File: src/rtl/pipectrl_stage.sv
// pipectrl_stage: one pipeline slot's control state (valid flag and tag).
// A load takes priority over an unload; an unload alone empties the slot and zeroes the tag,
// so an empty slot always reads back a zero tag.
module pipectrl_stage #(
  parameter int TAGWIDTH = 1
) (
  input  logic                clk,
  input  logic                reset,
  input  logic                ld,
  input  logic                unld,
  input  logic [TAGWIDTH-1:0] tag_in,
  output logic                valid,
  output logic [TAGWIDTH-1:0] tag_out
);

  // Slot state: load wins over unload, otherwise hold.
  always_ff @(posedge clk) begin
    if (reset) begin
      valid   <= 1'b0;
      tag_out <= '0;
    end else if (ld) begin
      valid   <= 1'b1;
      tag_out <= tag_in;
    end else if (unld) begin
      valid   <= 1'b0;
      tag_out <= '0;
    end
  end

endmodule

File: src/rtl/pipectrl.sv
// pipectrl: turns a src_rdy/dst_rdy stream into per-stage load strobes for a
// clock-enabled datapath, carrying a tag with each stage. Empty stages are filled
// even while the output stalls, so bubbles collapse.
// Optional feature: define PIPECTRL_OCC_EN to add the registered occupancy counter port.
module pipectrl #(
  parameter int STAGES   = 3,
  parameter int TAGWIDTH = 1
) (
  input  logic                clk,
  input  logic                reset,
  input  logic                clear,
  input  logic                src_rdy_i,
  output logic                dst_rdy_o,
  input  logic [TAGWIDTH-1:0] tag_i,
  output logic [STAGES-1:0]   stage_stb,
  output logic                src_rdy_o,
  input  logic                dst_rdy_i,
  output logic [TAGWIDTH-1:0] tag_o
`ifdef PIPECTRL_OCC_EN
  ,
  output logic [$clog2(STAGES+1)-1:0] occupancy
`endif
);

  logic                flush;
  logic [STAGES:0]     ready;
  logic [STAGES-1:0]   valid;
  logic [STAGES-1:0]   unld;
  logic [TAGWIDTH-1:0] tag [STAGES];

  assign flush = reset | clear;

  // Ready chain: stage k can take an item if it is empty or its item moves on this cycle.
  // Evaluated from the output end through a running variable so no vector bit feeds another.
  always_comb begin
    logic r;
    ready = '0;
    r = dst_rdy_i;
    ready[STAGES] = r;
    for (int k = STAGES - 1; k >= 0; k--) begin
      r = ~valid[k] | r;
      ready[k] = r;
    end
  end

  // Load strobes (suppressed during flush) and per-stage unload conditions.
  always_comb begin
    stage_stb = '0;
    unld      = '0;
    for (int k = 0; k < STAGES; k++) begin
      unld[k] = valid[k] & ready[k+1];
    end
    if (!flush) begin
      stage_stb[0] = src_rdy_i & ready[0];
      for (int k = 1; k < STAGES; k++) begin
        stage_stb[k] = valid[k-1] & ready[k];
      end
    end
  end

  for (genvar k = 0; k < STAGES; k++) begin : g_stage
    logic [TAGWIDTH-1:0] tag_src;
    if (k == 0) begin : g_first
      assign tag_src = tag_i;
    end else begin : g_rest
      assign tag_src = tag[k-1];
    end
    pipectrl_stage #(.TAGWIDTH(TAGWIDTH)) u_stage (
      .clk     (clk),
      .reset   (flush),
      .ld      (stage_stb[k]),
      .unld    (unld[k]),
      .tag_in  (tag_src),
      .valid   (valid[k]),
      .tag_out (tag[k])
    );
  end

  assign dst_rdy_o = ready[0];
  assign src_rdy_o = valid[STAGES-1];
  assign tag_o     = tag[STAGES-1];

`ifdef PIPECTRL_OCC_EN
  logic occ_inc;
  logic occ_dec;
  assign occ_inc = stage_stb[0];
  assign occ_dec = unld[STAGES-1];

  // Items in flight: +1 on accept, -1 on output unload, unchanged when both happen.
  always_ff @(posedge clk) begin
    if (flush) begin
      occupancy <= '0;
    end else if (occ_inc && !occ_dec) begin
      occupancy <= occupancy + 1'b1;
    end else if (occ_dec && !occ_inc) begin
      occupancy <= occupancy - 1'b1;
    end
  end
`endif

endmodule

File: config.mk
export PLATFORM = sky130hd
export DESIGN_NAME = pipectrl
export DESIGN_NICKNAME = d
export VERILOG_FILES = /design/src/rtl/pipectrl_stage.sv /design/src/rtl/pipectrl.sv
export SDC_FILE = /design/constraint.sdc
export NUM_CORES = 1
export LEC_CHECK = 0
export BUFFER_PORTS_ARGS = -buffer_cell sky130_fd_sc_hd__buf_4
export CORE_AREA = 2 2 39 41
export DETAILED_ROUTE_END_ITERATION = 12
export DIE_AREA = 0 0 41 43
export GPL_TIMING_DRIVEN = 0
export MAX_ROUTING_LAYER = met4
export SLEW_MARGIN = 20
export SYNTH_ARGS = -nofsm -noshare
export SYNTH_HDL_FRONTEND = slang
export SYNTH_SLANG_ARGS = --single-unit
File: constraint.sdc
create_clock -name clk -period 2.7 [get_ports clk]
set_clock_uncertainty 0.2 [all_clocks]
set_input_delay 0.54 -clock clk [delete_from_list [all_inputs] [get_ports clk]]
set_output_delay 0.54 -clock clk [all_outputs]
set_load 0.02 [all_outputs]
==> flow_summary.ini <==
[timing]
clock.fmax_mhz = 470
finalCriticalPeriod_ns = 2.13
drv_slew = 0
setup_viol = 0
hold_viol = 0
tns_ns = 0
rsz0062_at_grt = no
worst_pin_slew_ns = 0.278
fin_crit_sh = 0.788
relSlewSlack = 0.814

[global_route]
grt_first_pass_wirelength_um = 862
grt-ovfl-total = 0
antenna_found_initial = 0
grt_max_degree = 8
grt_use_total = 0.0814
first_global_vias = 229

[setup_path]
worstSetupPathType = in2out
start_kind = primary input
arrival_ns = 1.39
path_max_fanout = 5
cpPeakStageDelay_ns = 0.24
crit_chain = buf_4 > nand4b_2 > and3_1 > buf_4 > buf_4
crit_buf_inv = 3
critPathMostFrequentCell = buf_4
critPathRequiredTime_ns = 1.96
reg2reg_from = g_stage[1].u_stage.valid
endpoint_kind = output pin
critPathTopFamily = simple AND/OR/NAND/NOR gates
worstSetupStartpoint = dst_rdy_i
cp_slowest_cell = nand4b_2

[die]
core_area_um2 = 1380
num_rows = 14
start_util = 0.213
fp.dieH_um = 43
die_area_um2 = 1760
io_pins = 12
dieWidth_um = 41

[logic_synthesis]
synthMostInstantiatedCell = dfxtp_1
yosysSeqAreaShare = 0.407
synth_flop_cell = dfxtp_1
synth_top_area_frac = 0.407
yosys-top-cells-count = 6 x dfxtp_1, 5 x nor2_1, 3 x a21oi_1, 3 x buf_4, 3 x nand2_1
yosys_warnings = 0
yosys-top-cells-area = dfxtp_1 41%, buf_4 7.6%, nor2_1 6.4%, a21oi_1 5.1%, nand4b_2 5.1%
yosys.area.top_type = dfxtp_1
syn_inst = 36
ys_ff_latch = 6
syn_area_per_cell_um2 = 8.20
synth-edff-count = 0
syn-num-nets = 42
synth_cell_types = 19
synthArstFlopShare = 0
synthesis.area_um2 = 295

[finish]
utilization = 0.304
final_nets = 58
antenna_cells_inserted = 0
stdcell_count = 66
area_delta_synth_final_pct = 42.4
drive_above_1_share = 0.380

[clock_network]
cts_hold_buf = 0
cts_buffer_depth = 2
clk_pin_slew_ns = 0.04
cts-root-buf = clkbuf_4
clock_latency_ns = 0.24
cts_made_buffers = 3
clock-sinks = 6
cts_tree = yes
post-cts-setup-buffers = 0
ctsResizeCount = 0
htreeDepth = 1

[placed_design]
io_buffers = 11
gp_congestion = 0.683
dpl.cell_count = 63

[power_and_ir_drop]
p_leak_nw = 0.201
power.density_nw_per_um2 = 452
ir_drop_mv = 0.171

[detailed_routing]
firstDrtPassIters = 3
wl_um = 555
drt_iter0_markers = 4
detail-route-antenna-nets = 0
drt-vias-per-instance = 4.30
vias = 284
drcViolationCount = 0
wl_per_cell_um = 8.41

[hold_path]
min_from = g_stage[1].u_stage.tag_out
min_path_type = reg2reg

[flow_run]
cap_viol_max_count = 0

[run_status]
status = completed
-- tightest hold or removal path, stage by stage (launching register included) --
cell,delay (ns)
dfxtp_1,0.30
nand2_1,0.06
o22ai_1,0.06
-- area by class of cell --
type,instances,area [um^2]
clock buffers,3,22.5
flip-flops and latches,6,120
multi-input cells,25,145
repair buffers,11,82.6
plain buffers,3,22.5
fillers,150,963
well taps,16,20.0
inverters,2,7.51
-- metal layers --
metal	GRT usage	wire [um]
met3	0.0471	40
met2	0.0844	221
met1	0.100	284
met5	-	0
met4	0.0800	10
-- power breakdown --
part           internal (mW)  switching (mW)  leakage, nW  total, mW
logic                 0.0104         0.00822        0.138     0.0186
clock network         0.0501          0.0297       0.0138     0.0798
registers             0.0904         0.00131       0.0486     0.0917
total                  0.151          0.0392        0.201      0.190
-- cells by family (layout without fill, tap and decap cells) --
| group | Yosys count | in the layout | synth area share |
|---|---|---|---|
| buf+inv | 5 | 19 | 0.102 |
| simple gates | 17 | 17 | 0.322 |
| flops | 6 | 6 | 0.407 |
| compound gates | 8 | 8 | 0.169 |
-- state kept, by name, summed over array words and instances, names as in the netlist --
register and cells:
g_stage.u_stage.tag_out 3, g_stage.u_stage.valid 3
-- cells in the final DEF (no fill, tap or decap), types with 2 or more instances in the layout --
master / n
a21oi_1: 3
dfxtp_1: 6
and3_1: 2
nor2_1: 5
nand2_1: 3
clkbuf_4: 3
buf_4: 14
inv_1: 2
-- final timing paths --
kind | endpoint | depth (start not counted) | slack [ns]
worst max-delay path | stage_stb[0] | 5 | 0.57
worst min-delay path | g_stage[1].u_stage.tag_out | 2 | 0.28
worst max register to register | g_stage[0].u_stage.tag_out | 3 | 1.55
worst min register to register | g_stage[1].u_stage.tag_out | 2 | 0.28
-- through the flow --
stage	area, um^2	power, mW	hold WS (ns)	setup WS [ns]
finish	420	0.190	0.275	0.572
global route	420	0.199	0.292	0.503
CTS	420	0.195	0.275	0.558
detailed placement	398	0.112	0.268	0.565
global placement	398	0.112	0.267	0.561
floorplan	295	0.103	0.244	0.708
(Power assumes the default switching activity.)
